`config.mk`:
```
export PLATFORM = sky130hd
export DESIGN_NAME = serial_subtractor_4bit
export DESIGN_NICKNAME = d
export VERILOG_FILES = /design/src/rtl/serial_subtractor_4bit.sv
export SDC_FILE = /design/constraint.sdc
export NUM_CORES = 1
export LEC_CHECK = 0
export CAP_MARGIN = 30
export CORE_ASPECT_RATIO = 1.1
export CORE_MARGIN = 5
export CORE_UTILIZATION = 54
export DETAILED_ROUTE_END_ITERATION = 10
export PLACE_DENSITY_LB_ADDON = 0.12
export SETUP_SLACK_MARGIN = 0.4
export SLEW_MARGIN = 0
export SYNTH_ARGS = -nofsm -noshare
export SYNTH_HDL_FRONTEND = slang
export SYNTH_SLANG_ARGS = --single-unit
```
`constraint.sdc`:
```
create_clock -name clk -period 2.16 [get_ports clk]
set_input_delay 0.648 -clock clk [delete_from_list [all_inputs] [get_ports clk]]
set_output_delay 0.648 -clock clk [all_outputs]
set_load 0.02 [all_outputs]
```
`src/rtl/serial_subtractor_4bit.sv`:
```
// rtl/serial_subtractor_4bit.sv - bit-serial unsigned subtractor, LSB first, start/busy/done handshake
module serial_subtractor_4bit #(
    parameter int WIDTH = 4
) (
    input  logic             clk,
    input  logic             rst_n,
    input  logic             start,
    input  logic [WIDTH-1:0] a,
    input  logic [WIDTH-1:0] b,
    input  logic             borrow_in,
    output logic             busy,
    output logic             done,
    output logic [WIDTH-1:0] diff,
    output logic             borrow_out
);

    localparam int CW = (WIDTH > 1) ? $clog2(WIDTH) : 1;
    localparam logic [CW-1:0] LAST = CW'(WIDTH - 1);

    typedef enum logic [1:0] {
        S_IDLE,
        S_SHIFT,
        S_DONE
    } state_t;

    state_t           state;
    logic [WIDTH-1:0] a_sr;
    logic [WIDTH-1:0] b_sr;
    logic [WIDTH-1:0] res_sr;
    logic             br;
    logic [CW-1:0]    count;

    logic             a_i;
    logic             b_i;
    logic             d_i;
    logic             br_nxt;
    logic [WIDTH-1:0] res_nxt;

    // Full-subtractor cell; the new difference bit enters the result from the MSB side
    always_comb begin
        a_i              = a_sr[0];
        b_i              = b_sr[0];
        d_i              = a_i ^ b_i ^ br;
        br_nxt           = (~a_i & b_i) | (~(a_i ^ b_i) & br);
        res_nxt          = res_sr >> 1;
        res_nxt[WIDTH-1] = d_i;
    end

    always_ff @(posedge clk or negedge rst_n) begin
        if (!rst_n) begin
            state      <= S_IDLE;
            a_sr       <= '0;
            b_sr       <= '0;
            res_sr     <= '0;
            br         <= 1'b0;
            count      <= '0;
            busy       <= 1'b0;
            done       <= 1'b0;
            diff       <= '0;
            borrow_out <= 1'b0;
        end else begin
            case (state)
                S_IDLE: begin
                    if (start) begin
                        a_sr  <= a;
                        b_sr  <= b;
                        br    <= borrow_in;
                        count <= '0;
                        busy  <= 1'b1;
                        state <= S_SHIFT;
                    end
                end
                S_SHIFT: begin
                    a_sr   <= a_sr >> 1;
                    b_sr   <= b_sr >> 1;
                    res_sr <= res_nxt;
                    br     <= br_nxt;
                    if (count == LAST) begin
                        state      <= S_DONE;
                        busy       <= 1'b0;
                        done       <= 1'b1;
                        diff       <= res_nxt;
                        borrow_out <= br_nxt;
                    end else begin
                        count <= count + 1'b1;
                    end
                end
                S_DONE: begin
                    done  <= 1'b0;
                    state <= S_IDLE;
                end
                default: begin
                    busy  <= 1'b0;
                    done  <= 1'b0;
                    state <= S_IDLE;
                end
            endcase
        end
    end

endmodule
```
==> qor.yml, run 1 <==
routed_via_density: 5.33
synth.most_common_cell: "dfrtp_1"
synth.avg_cell_area_um2: 12.4
setup_slack_ps: 480
yosysUniqueCellTypes: 26
path_depth: 1
fin_crit_sh_pct: 77.8
min_path_cells: 2
grt_pass1_vias: 755
cap_viol_max_count: 0
grt_max_degree: 24
synth_flop_cell: "dfrtp_1"
synthCells: 86
grt_first_pass_wirelength_um: 3240
drv_slew: 0
max_slew_margin_pct: 69.1
hpwlAfterDp_um: 1450
dp_cells: 128
clk_latency_ps: 300
synth-seq-area-share_pct: 54.1
syn_area_mm2: 0.00106
post-route-drc-count: 0
hold_violations: 0
timing_worst_setup_path_type: "register to output port"
die_area_mm2: 0.00296
worst-path-buf-inv: 1
yosysTopAreaCell: "dfrtp_1"
globalRouteTotalUtil_pct: 14.1
path_delay_family: "flip-flops"
drive_gt1_share_pct: 21.0
setup_tns_ps: 0
nets: 120
rsz0062_at_grt: "false"
synth_top_area_share_pct: 54.1
coreArea_mm2: 0.00182
first_pass_iters: 3
first_iter_violations: 16
antennaDiodeCount: 0
synth-seq-cells: 23
yosysWarnings: 0
wl_per_cell_um: 13.9
slowest_delay_ps: 410
cts_hold_buf: 0
worstPathArrival_ps: 1030
slowest_stage: "dfrtp_1"
routed_wl_um: 1840
ios: 19
power_density_mw_per_mm2: 1410
die-height_um: 56.6
fp.dieW_um: 52.3
r2r_cells: 2
clk_pin_slew_ps: 120
p_leak_nw: 0.575
synthTopCellsByCount: "23 x dfrtp_1, 6 x nand3b_1, 6 x o21ai_0, 6 x o221a_2"
cts_root_buf: "clkbuf_4"
fin_worst_skew_ps: 8.88
crit_path_cell_trace: "dlygate4sd2_1"
setup_violations: 0
cts_tree: "done"
synth_edf_count: 0
timing.final.crit_period_ps: 1680
peakVddDrop_v: 0.000846
final_cells: 132
std_cell_rows: 16
grt_antenna_before_repair: 0
ys_top_cells_by_area: "dfrtp_1 54%, o221a_2 6.3%, mux2_2 4.2%"
gp_congestion: 0.730
vias: 704
cts.sink_count: 23
crit_path_start_kind: "register"
async_flop_share_pct: 100
area_growth_syn_to_layout_pct: 19.5
worst-path-max-fanout: 3
io_buffers: 18
cts_made_buffers: 3
hold_path.class: "register to register"
worst_pin_slew_ps: 463
syn-num-nets: 100
drtAntennaViolNets: 0
crit_path_end_kind: "output port"
htreeDepth: 1
initial_core_util_pct: 58.4
fmaxAchievable_ghz: 0.595
overflow: 0
ctsLongestPathBuffers: 2
final_core_utilization_pct: 69.8
status: "finished, final reports clean"
dp_slack_ps: 316
worst_ep_required_time_ps: 1510
logic make-up after synthesis:
logic type | count (synthesis) | synth area share (%)
flops | 23 | 54.1
compound gates | 22 | 15.4
simple gates | 22 | 13.5
buf+inv | 10 | 5.52
mux | 7 | 8.46
fa+ha+maj | 2 | 3.06
cell usage in the layout, fill, tap and decap left out, drive strengths merged:
master,netlist,final
o21ai,6,6
fa,1,1
inv,5,5
o2bb2ai,2,2
nor2b,2,2
o221a,6,6
nand2,4,4
clkbuf,0,3
a22oi,1,1
nand3b,7,7
dfrtp,23,23
o22a,1,1
clkdlybuf4s50,0,11
nor3b,1,1
nor3,1,1
ha,1,1
nor2,6,6
nand2b,1,1
clkinv,0,1
dlygate4sd2,0,7
mux2,7,7
a21oi,5,5
buf,5,2
o21bai,1,1
state kept, by name, indices dropped and copies added, names as in the netlist:
| register | flops |
|---|---|
| a_sr | 4 |
| br | 1 |
| res_sr | 3 |
| done | 1 |
| diff | 4 |
| state | 2 |
| borrow_out | 1 |
| count | 2 |
| busy | 1 |
| b_sr | 4 |
per-stage QoR:
stage                     hold slack (ps)  area (µm²)  power (mW)
after CTS                             514        1270        1.82
after global placement                474        1250        1.63
after floorplan                       352        1060        1.44
final                                 511        1270        1.79
after detailed placement              489        1250        1.68
after global routing                  544        1270        1.94
what timing repair did:
action                                  4_1_cts  5_1_grt
buffers inserted                              0        0
endpoints found under the setup margin        7        0
gates resized for setup                       7        0
hold endpoints to repair                      0        0
layout make-up:
type                            instances  area [µm²]
Tap cell                               27        33.8
Inverter                                5        18.8
Clock inverter                          1        5.00
Timing Repair Buffer                   20         186
Fill cell                             154         549
Multi-Input combinational cell         53         430
Clock buffer                            3        22.5
Sequential cell                        23         576
power by group:
group / internal (mW) / leakage (nW) / switching (mW)
combinational: 0.427 / 0.282 / 0.371
clock: 0.0688 / 0.0177 / 0.118
sequential: 0.636 / 0.275 / 0.174
layer usage:
metal	wire length [µm]	track usage, %	vias to the layer above
li1	-	-	344
met4	10	2.19	0
met5	0	0	-
met3	51	3.44	2
met2	945	23.2	9
met1	832	19.0	349
worst paths after layout:
check / startpoint / to / slack, ps
worst max-delay path: busy$_DFFE_PN0P_ / busy / 480
worst min-delay path: done$_DFFE_PN0P_ / done$_DFFE_PN0P_ / 510
worst max register to register: state[1]$_DFFE_PN0P_ / res_sr[2]$_DFFE_PN0P_ / 620
worst min register to register: done$_DFFE_PN0P_ / done$_DFFE_PN0P_ / 510
max in group asynchronous: rst_n / state[1]$_DFFE_PN0P_ / 1250
min in group asynchronous: rst_n / b_sr[1]$_DFFE_PN0P_ / 680
(Power assumes the default switching activity.)
==> inputs of run 2 (changes only) <==
- CORE_UTILIZATION: 54 -> 45
- clock period: 2.16 -> 1.3 ns (I/O delays scaled with it)
==> qor.yml, run 2 (synthesis gave the netlist of run 1 again) <==
gp_congestion: 0.688
ios: 19
grt_first_pass_wirelength_um: 3530
hold_path.class: "input port to asynchronous set/reset pin"
mostFrequentLayoutCell: "dfrtp_1"
std_cell_rows: 18
crit_path_start_kind: "register"
initial_core_util_pct: 47.3
r2r_cells: 3
p_leak_nw: 0.714
gr-usage-met3_pct: 2.52
post-route-drc-count: 0
crit_path_end_kind: "register"
swShare_pct: 35.6
overflow: 0
cts.sink_count: 23
first_pass_iters: 4
routed_via_density: 5.06
drtAntennaViolNets: 0
worstPathArrival_ps: 1530
antennaDiodeCount: 0
die_area_mm2: 0.00344
fp.dieW_um: 56.4
hpwlAfterDp_um: 1450
peakVddDrop_v: 0.00137
seqPwrFrac_pct: 35.7
clk_pin_slew_ps: 130
ctsLongestPathBuffers: 2
worst-path-buf-inv: 1
setup_violations: 2
violations: "setup timing"
fmaxAchievable_ghz: 0.753
largestRegisters: "a_sr (4), b_sr (4), diff (4)"
power_frac_comb_pct: 55.7
grt_pass1_vias: 805
worst_pin_slew_ps: 255
die-height_um: 61.0
drive_gt1_share_pct: 51.6
max_slew_margin_pct: 82.9
final_cells: 156
power_density_mw_per_mm2: 2450
cp-startpoint: "b_sr[0]$_DFFE_PN0P_"
coreArea_mm2: 0.00225
grt_antenna_before_repair: 0
nets: 141
fin_worst_skew_ps: 3.88
regToRegStartpoint: "b_sr[0]$_DFFE_PN0P_"
r2r_slack_ps: -30
grt_max_degree: 24
path_depth: 3
met1_usage_pct: 15.9
fin_crit_sh_pct: 102
cts_hold_buf: 0
htreeDepth: 1
final_cell_mix: "21 x dfrtp_1, 20 x buf_4, 10 x clkdlybuf4s50_1, 9 x buf_6"
first_iter_violations: 10
clk_latency_ps: 310
cts_tree: "done"
status: "finished with violations"
timing.final.crit_period_ps: 1330
clkPwrFrac_pct: 8.6
globalRouteTotalUtil_pct: 13.3
crit_path_cell_trace: "inv_2 -> fa_1 -> mux2_4"
setup_slack_ps: -28.2
internal-power_mw: 2.44
cts_made_buffers: 3
holdWs_ps: 414
cap_viol_max_count: 0
dp_cells: 137
switchingPower_mw: 1.35
r2r-end: "res_sr[3]$_DFFE_PN0P_"
drv_slew: 0
hold_violations: 0
path_delay_family: "adder cells"
cp-endpoint: "res_sr[3]$_DFFE_PN0P_"
wl_per_cell_um: 14.2
slowest_delay_ps: 480
cts_root_buf: "clkbuf_4"
gr-usage-met2_pct: 24.4
timing_worst_setup_path_type: "register to register"
routed_wl_um: 2220
worst-path-max-fanout: 2
io_buffers: 18
area_growth_syn_to_layout_pct: 45.0
worst_ep_required_time_ps: 1500
vias: 790
slowest_stage: "fa_1"
rsz0062_at_grt: "true"
gr-max-usage-layer: "met2"
setup_tns_ps: -28.5
## run 2: cell types whose count changed in the layout (fill, tap and decap cells not counted), sizes merged
cell	delta
buf	+28
dlygate4sd2	-6
clkdlybuf4s50	-1
## run 2: worst min-delay path by stage
stage | from | endpoint | slack [ps] | depth (start not counted)
floorplan | rst_n | a_sr[0]$_DFFE_PN0P_ | 90 | 0
global placement | borrow_out$_DFFE_PN0P_ | borrow_out$_DFFE_PN0P_ | 480 | 2
detailed placement | borrow_out$_DFFE_PN0P_ | borrow_out$_DFFE_PN0P_ | 480 | 2
CTS | rst_n | b_sr[2]$_DFFE_PN0P_ | 420 | 2
global route | rst_n | b_sr[0]$_DFFE_PN0P_ | 400 | 2
finish | rst_n | b_sr[1]$_DFFE_PN0P_ | 410 | 2
## run 2: worst register-to-register path: stages, from the launching register on
cell and delay [ps]:
dfrtp_1 400, inv_2 50, fa_1 480, mux2_4 290
## run 2: timing repair
action                                 4_1_cts  5_1_grt
endpoints found under the hold margin        0        0
setup endpoints to repair                   30       30
resized for setup                           47       16
buffers inserted                             8        7
pin swaps                                    0        7
## run 2: cell type report
| cell class | count | area [µm²] |
|---|---|---|
| clock buffer | 3 | 22.5 |
| timing repair buffer | 41 | 380 |
| sequential | 23 | 578 |
| tap | 30 | 37.5 |
| clock inverter | 1 | 5.00 |
| inverter | 5 | 18.8 |
| multi-input combinational | 53 | 502 |
| fill | 181 | 708 |
## run 2: per-layer routing
layer,wire length [µm],vias to the layer above
met1,979,393
met3,68,2
met5,0,-
met2,1140,12
met4,35,0
li1,-,383
## run 2: power by group through the flow
stage | Sequential, mW | Clock (mW) | Combinational (mW)
detailed placement | 1.36 | 0 | 1.61
CTS | 1.34 | 0.334 | 1.84
global route | 1.39 | 0.377 | 2.27
floorplan | 1.40 | 0 | 1.09
finish | 1.35 | 0.327 | 2.11
global placement | 1.34 | 0 | 1.58
## run 2: metrics by stage
stage | power (mW) | area [µm²] | setup slack, ps | util [%]
after floorplan | 2.49 | 1110 | 64.6 | -
after global placement | 2.93 | 1350 | -231 | 59.7
after detailed placement | 2.97 | 1350 | -271 | 59.7
after CTS | 3.52 | 1450 | -8.28 | 64.3
after global routing | 4.03 | 1540 | -65.7 | 68.6
final | 3.79 | 1540 | -28.2 | 68.6
